[src/rtl/tone_sample_generator.sv]
// Square-wave tone source feeding the AC97 sample FIFO, paced by FIFO-full backpressure.
// Optional write counter on sample_count is enabled with `define SAMPLE_COUNT_EN.
module tone_sample_generator #(
    parameter int unsigned SAMPLE_WIDTH = 20,
    parameter int unsigned PERIOD_WIDTH = 16
) (
    input  logic                    system_clock,
    input  logic                    system_reset_b,
    input  logic                    tone_enable,
    input  logic                    cfg_load,
    input  logic [PERIOD_WIDTH-1:0] tone_half_period,
    input  logic [3:0]              tone_amplitude,
    output logic [SAMPLE_WIDTH-1:0] sample_fifo_din,
    output logic                    sample_fifo_wr_en,
    input  logic                    sample_fifo_full,
    output logic                    busy,
    output logic [31:0]             sample_count
);

    localparam int unsigned SW = SAMPLE_WIDTH;
    localparam int unsigned PW = PERIOD_WIDTH;
    localparam int unsigned AW = 4;
    localparam int unsigned CW = 32;

    typedef enum logic [1:0] {
        IDLE   = 2'd0,
        RUN    = 2'd1,
        FINISH = 2'd2
    } state_e;

    state_e          state_q, state_d;
    logic [PW-1:0]   cnt_q, cnt_d;
    logic            phase_q, phase_d;
    logic [PW-1:0]   sh_period_q, sh_period_d;
    logic [AW-1:0]   sh_amp_q, sh_amp_d;
    logic [PW-1:0]   act_period_q, act_period_d;
    logic [AW-1:0]   act_amp_q, act_amp_d;
    logic [SW-1:0]   din_q, din_d;
    logic            busy_q, busy_d;
    logic            wr_en_c;
    logic            boundary_c;

    // Signed square-wave sample; a zero half-period means silence.
    function automatic logic [SW-1:0] sample_f(input logic [PW-1:0] period,
                                               input logic [AW-1:0] amp,
                                               input logic          neg);
        logic [SW-1:0] mag;
        mag = ((SW'(amp) + SW'(1)) << (SW - 5)) - SW'(1);
        if (period == '0) begin
            return '0;
        end
        return neg ? (~mag + SW'(1)) : mag;
    endfunction

    assign wr_en_c    = (state_q != IDLE) & ~sample_fifo_full;
    assign boundary_c = (act_period_q == '0) || (cnt_q == act_period_q - PW'(1));

    always_comb begin
        state_d      = state_q;
        cnt_d        = cnt_q;
        phase_d      = phase_q;
        sh_period_d  = sh_period_q;
        sh_amp_d     = sh_amp_q;
        act_period_d = act_period_q;
        act_amp_d    = act_amp_q;
        din_d        = din_q;

        if (cfg_load) begin
            sh_period_d = tone_half_period;
            sh_amp_d    = tone_amplitude;
        end

        unique case (state_q)
            IDLE: begin
                din_d = '0;
                if (tone_enable) begin
                    state_d      = RUN;
                    cnt_d        = '0;
                    phase_d      = 1'b0;
                    act_period_d = sh_period_q;
                    act_amp_d    = sh_amp_q;
                    din_d        = sample_f(sh_period_q, sh_amp_q, 1'b0);
                end
            end
            RUN, FINISH: begin
                // Config is only swapped in at half-cycle boundaries, using the pre-load shadow.
                if (wr_en_c) begin
                    if (boundary_c) begin
                        cnt_d        = '0;
                        phase_d      = (act_period_q == '0) ? 1'b0 : ~phase_q;
                        act_period_d = sh_period_q;
                        act_amp_d    = sh_amp_q;
                        din_d        = sample_f(sh_period_q, sh_amp_q, phase_d);
                    end else begin
                        cnt_d = cnt_q + PW'(1);
                        din_d = sample_f(act_period_q, act_amp_q, phase_q);
                    end
                end

                if (wr_en_c && boundary_c && !tone_enable) begin
                    state_d = IDLE;
                    cnt_d   = '0;
                    phase_d = 1'b0;
                    din_d   = '0;
                end else if (!tone_enable) begin
                    state_d = FINISH;
                end else begin
                    state_d = RUN;
                end
            end
            default: begin
                state_d = IDLE;
                din_d   = '0;
            end
        endcase

        busy_d = (state_d != IDLE);
    end

    always_ff @(posedge system_clock or negedge system_reset_b) begin
        if (!system_reset_b) begin
            state_q      <= IDLE;
            cnt_q        <= '0;
            phase_q      <= 1'b0;
            sh_period_q  <= '0;
            sh_amp_q     <= '0;
            act_period_q <= '0;
            act_amp_q    <= '0;
            din_q        <= '0;
            busy_q       <= 1'b0;
        end else begin
            state_q      <= state_d;
            cnt_q        <= cnt_d;
            phase_q      <= phase_d;
            sh_period_q  <= sh_period_d;
            sh_amp_q     <= sh_amp_d;
            act_period_q <= act_period_d;
            act_amp_q    <= act_amp_d;
            din_q        <= din_d;
            busy_q       <= busy_d;
        end
    end

    assign sample_fifo_wr_en = wr_en_c;
    assign sample_fifo_din   = din_q;
    assign busy              = busy_q;

`ifdef SAMPLE_COUNT_EN
    logic [CW-1:0] count_q, count_d;

    // Free-running count of accepted writes; only reset clears it.
    assign count_d = wr_en_c ? (count_q + CW'(1)) : count_q;

    always_ff @(posedge system_clock or negedge system_reset_b) begin
        if (!system_reset_b) begin
            count_q <= '0;
        end else begin
            count_q <= count_d;
        end
    end

    assign sample_count = count_q;
`else
    assign sample_count = CW'(0);
`endif

endmodule

[config.mk]
export PLATFORM = sky130hd
export DESIGN_NAME = tone_sample_generator
export DESIGN_NICKNAME = d
export VERILOG_FILES = /design/src/rtl/tone_sample_generator.sv
export SDC_FILE = /design/constraint.sdc
export NUM_CORES = 1
export LEC_CHECK = 0
export CAP_MARGIN = 10
export CORE_MARGIN = 10
export CORE_UTILIZATION = 45
export CTS_CLUSTER_DIAMETER = 150
export CTS_CLUSTER_SIZE = 16
export DETAILED_ROUTE_END_ITERATION = 16
export PLACE_DENSITY = 0.8
export SYNTH_ARGS = -nofsm -noshare
export SYNTH_HDL_FRONTEND = slang
export SYNTH_SLANG_ARGS = --single-unit
[constraint.sdc]
create_clock -name system_clock -period 3.1 [get_ports system_clock]
set_input_delay 0.31 -clock system_clock [delete_from_list [all_inputs] [get_ports system_clock]]
set_output_delay 0.31 -clock system_clock [all_outputs]
set_load 0.05 [all_outputs]
# --- Yosys cells after proc, flatten, opt, wreduce, memory -nomap -nowiden ---
# Index checks and enable logic that the tools add are counted.
word_totals:
  regBits: 80
  latchBits: 0
  ram_bits: 0
  mem_bits_ro: 0
  inputBits: 25
  out_inout_bits: 54
  elab_cells: 89
  n_memories: 0
op_classes:
  n_addsub: 8
  mul: 0
  div: 0
  order_cmp: 0
  n_eq_ne: 8
  n_shift: 0
  mux: 45
  n_bitwise: 5
  reduce_logical: 14
op_table:
  columns: ["op", "n"]
  rows:
  - ["2-to-1 mux 20 bit", 11]
  - ["2-to-1 mux 16 bit", 7]
  - ["case mux 16 bit (2 select lines)", 2]
  - ["adder 20 x 1 -> 20 bit, second input constant", 2]
  - ["NOT 20 bit", 2]
  - ["case mux 20 bit (2 select lines)", 1]
  - ["subtractor 20 x 1 -> 20 bit, second input constant", 2]
  - ["logical NOT 16 bit", 2]
  - ["adder 16 x 1 -> 16 bit, second input constant", 1]
  - ["== test 16 bit", 1]
  - ["subtractor 16 x 1 -> 16 bit, second input constant", 1]
  - ["2-to-1 mux 1 bit", 15]
  - ["2-to-1 mux 4 bit", 3]
  - ["adder 4 x 1 -> 5 bit, second input constant", 2]
  - ["case mux 4 bit (2 select lines)", 1]
  - ["AND reduction 4 bit", 2]
  - ["2-to-1 mux 2 bit", 3]
  - ["!= test 2 bit, second input constant", 3]
  - ["!= test 3 bit, second input constant", 2]
  - ["nonzero test 2 bit", 3]
  - ["case mux 2 bit (2 select lines)", 1]
  - ["AND reduction 3 bit", 1]
  - ["== test 2 x 1 -> 1 bit, second input constant", 1]
  - ["== test 2 bit, second input constant", 1]
  - ["other kinds (8)", 10]

# --- Logic depth before layout (Yosys ltp) ---
logic_depth:
  word_depth: 11
  depth_mapped: 12

# --- Worst setup path after synthesis ---
# No wires, ideal clock.
synth_path:
  path_type: "reg2reg"
  start: "reg state_q[0]"
  end: "reg cnt_q[14]"
  setup_time_ns: 0.119
  arrival_time_ns: 2.905
  slack_ns: 0.077
  stages_incl_launch_ff: 11
  n_path_buf: 1
  cell_sequence: "dfrtp_1 inv_1 ha_1 nor2_1 nand2_1 o21a_1 or4b_2 clkbuf_1 nor3_1 xnor2_1 nor2_1"
synth_between:
  elab_chain_len: 6
  word_cells_on_any_way: 14
synth_rtl:
  columns: ["item", "line", "rtl"]
  rows:
  - ["from (decl)", "31", "state_e state_q, state_d;"]
  - ["from (signal assigned)", "132", "state_q <= state_d;"]
  - ["nonzero test 2 bit *", "55", "assign wr_en_c = (state_q != IDLE) & ~sample_fifo_full;"]
  - ["bitwise AND 1 bit *", "55", null]
  - ["via sample_fifo_wr_en", "14", "output logic sample_fifo_wr_en,"]
  - ["logical AND 1 bit (2 in series)", "100", "if (wr_en_c && boundary_c && !tone_enable) begin"]
  - ["!= test 3 bit (no line) / 2-to-1 mux 16 bit (equally long branches)", null, null]
  - ["AND reduction 3 bit (no line) / case mux 16 bit (2 select lines) (equally long branches)", null, null]
  - ["to (signal assigned)", "133", "cnt_q <= cnt_d;"]
  - ["to (decl)", "32", "logic [PW-1:0] cnt_q, cnt_d;"]
# Mark *: on every way through the listed nets, which the timed path passes. The rest lies on a longest branch.
# A chain may end at the register's enable or synchronous reset.

# --- Worst setup path in the final report ---
layout_path:
  start: "reg act_period_q[2]"
  end: "reg din_q[18], in the netlist sample_fifo_din[18]"
layout_between:
  elab_chain_len: 10
  word_cells_on_any_way: 19
layout_rtl:
  columns: ["item", "line", "rtl"]
  rows:
  - ["from (decl)", "36", "logic [PW-1:0] act_period_q, act_period_d;"]
  - ["from (signal assigned)", "137", "act_period_q <= act_period_d;"]
  - ["parallel branches: the longest is 10 deep, another holds subtractor 16 x 1 -> 16 bit", null, null]
  - ["to (signal assigned)", "139", "din_q <= din_d;"]
  - ["to (decl)", "38", "logic [SW-1:0] din_q, din_d;"]
# Several ways; the timed one is not identified. The select of a mux whose other input is x is not followed.

==> results.ini <==
[finish]
stdcell_count=580
syn_to_final_growth_pct=13.8
final_core_util_pct=52.2
n_fill_cell=826
antennaDiodeCount=0
nNetsFinal=496
layout_commonest_cell=dfrtp_1
mostFrequentLayoutCells=67 x dfrtp_1, 45 x clkdlybuf4s50_1, 43 x mux2_2
drive_gt1_share_pct=17.7

[global_route]
grt_overflow=0
grt_max_degree=45
grt_pass1_vias=3153
groute.usage.overall_pct=13.7
grt_pass1_wl_mm=15.1
antenna_found_initial=0

[drt]
drt_iter0_drc=160
wirelength_mm=9.08
dr_total_vias=3113
wl_per_cell_um=15.7
drc=0
firstDrtPassIters=4
ant_nets=0
avgViaCountPerCell=5.37

[run]
cap_violations=0

[setup_path]
r2r_cells=9
arrival_ps=3130
regToRegSetupSlack_ps=210
cp-startpoint=act_period_q[2]
critPathCaptureType=flop
worstPathRequired_ps=3340
worstPathMaxFanout=8
start_kind=flop
critical_path_class=reg2reg
reg2reg_to=sample_fifo_din[18]
setup.worst_path.end=sample_fifo_din[18]
rr_startpoint=act_period_q[2]

[synthesis]
synthFlopType=dfrtp_1
ys_ff_latch=67
netlist_instances=427
ys_seq_area_share_pct=39.9
synth_edf_count=0
synthArstFlopShare_pct=100
syn_area_mm2=0.00420
yosysWarnings=0
synth_cell_types=57
avgSynthCellArea_um2=9.84

[die]
core_area_mm2=0.00915
die_y_um=117
ioPinCount=79
floorplan.initialDensity_pct=45.9
core.rowCount=35
die_w_um=117
die_area_mm2=0.0136

[cts]
cts_tree=done
clk_latency_ps=350
cts_max_level=3
numCtsBuffers=9
path_clk_slew_ps=80
cts_hold_buf=0
cts_root_buffer=clkbuf_8
numClockSinks=67
cts_max_path_buffers=2

[placement]
port_buffers=46
place.gp.congestion=0.842
hpwl_mm=7.08
post-place-cells=564

[sta]
hold_violations=0
post-route-min-period_ps=2890
max_freq_mhz=346
finClkSkew_ps=15.4
fin_crit_sh_pct=93.2
worst_hold_slack_ps=106
finalMaxSlewViolations=0
fin_setup_tns_ps=0
tightestPinTransition_ps=945
setup_viol=0
timing.slew.headroom_pct=37.0

[pwr]
internal_power_mw=2.65
p_per_area_mw_per_mm2=1030
total_power_mw=4.94
switchingPower_mw=2.29
seqPwrFrac_pct=30.0
pwr-share-clk_pct=14.9
swShare_pct=46.4
comb_power_share_pct=55.1
ir_worst_vdd_mv=0.449
p_leak_nw=2.01

[worst_hold_path]
hold_class=in2async

[run_status]
status=complete, no violations

what timing repair did:
action / CTS / global route
gates resized for setup: 0 / 2
endpoints found under the hold margin: 0 / 0
endpoints found under the setup margin: 0 / 26
setup buffers: 0 / 0
registers in the layout, indices dropped and copies added (netlist names):
register and count:
act_amp_q 4, act_period_q 16, busy 1, cnt_q 16
phase_q 1, sample_fifo_din 7, sh_amp_q 4, sh_period_q 16
state_q 2
critical path: stages, from the launching register on:
cell and delay [ps]:
dfrtp_1 490, nor3_4 320, nand4_1 150, a2111oi_0 380
nand4_1 210, a2111oi_4 420, nor2_2 110, buf_4 170
a221o_1 320, a22o_1 200
kinds of logic (layout without fill, tap and decap cells):
| group | Yosys count | after routing | synth area share (%) |
|---|---|---|---|
| simple gates | 134 | 134 | 16.4 |
| xor+xnor | 37 | 37 | 7.71 |
| compound gates | 64 | 64 | 10.7 |
| fa+ha+maj | 7 | 7 | 2.08 |
| flops | 67 | 67 | 39.9 |
| other cells | 1 | 32 | 0.0893 |
| buf+inv | 73 | 84 | 11.3 |
| mux | 44 | 44 | 11.8 |
power by group through the flow:
stage	clock (mW)	sequential [mW]	combinational [mW]
3_5_place_dp	0	1.49	2.71
4_1_cts	0.751	1.47	2.73
3_3_place_gp	0	1.47	2.65
5_1_grt	0.799	1.54	2.95
2_1_floorplan	0	1.52	2.07
6_report	0.737	1.48	2.72
stage by stage:
stage | cell area, um2 | setup WS [ps]
CTS | 4770 | 161
global placement | 4570 | 235
finish | 4780 | 209
floorplan | 4320 | 76.7
detailed placement | 4570 | 189
global route | 4780 | -14.9
cell usage after synthesis (6+ instances only):
cell,number,share of area (%)
mux2_2,43,12
nand3_1,14,1.7
o21ai_0,19,2.3
inv_1,11,0.98
nor3_1,14,1.7
clkbuf_1,10,0.89
ha_1,7,2.1
dfrtp_1,67,40
xor2_1,12,2.5
xnor2_1,25,5.2
buf_4,46,8.2
nor2_1,31,2.8
nand2_1,31,2.8
a21oi_1,10,1.2
nor4_1,6,0.89
worst min-delay path by stage:
stage,startpoint,endpoint,slack (ps),depth (start not counted)
2_1_floorplan,system_reset_b,act_amp_q[0],10,0
3_3_place_gp,sample_fifo_din[0],sample_fifo_din[0],460,2
3_5_place_dp,sample_fifo_din[0],sample_fifo_din[0],470,2
4_1_cts,system_reset_b,cnt_q[13],140,1
5_1_grt,system_reset_b,sample_fifo_din[19],200,1
6_report,system_reset_b,sample_fifo_din[16],110,1
cell type report:
cell class,count,area (um2),share of cell area [%]
Clock buffer,9,124,2.59
Clock inverter,7,73.8,1.54
Inverter,11,41.3,0.864
Multi-Input combinational cell,318,2170,45.4
Sequential cell,67,1680,35.1
Tap cell,111,139,2.91
Timing Repair Buffer,57,554,11.6
layer usage:
layer	global-route usage, %	vias to the layer above	share of wire, %
met1	17.0	1487	45
li1	-	1505	-
met2	23.1	107	48
met5	0	-	0
met3	2.21	14	5.6
met4	6.26	0	2.0
Note: power is estimated with default switching activity, not from simulation.
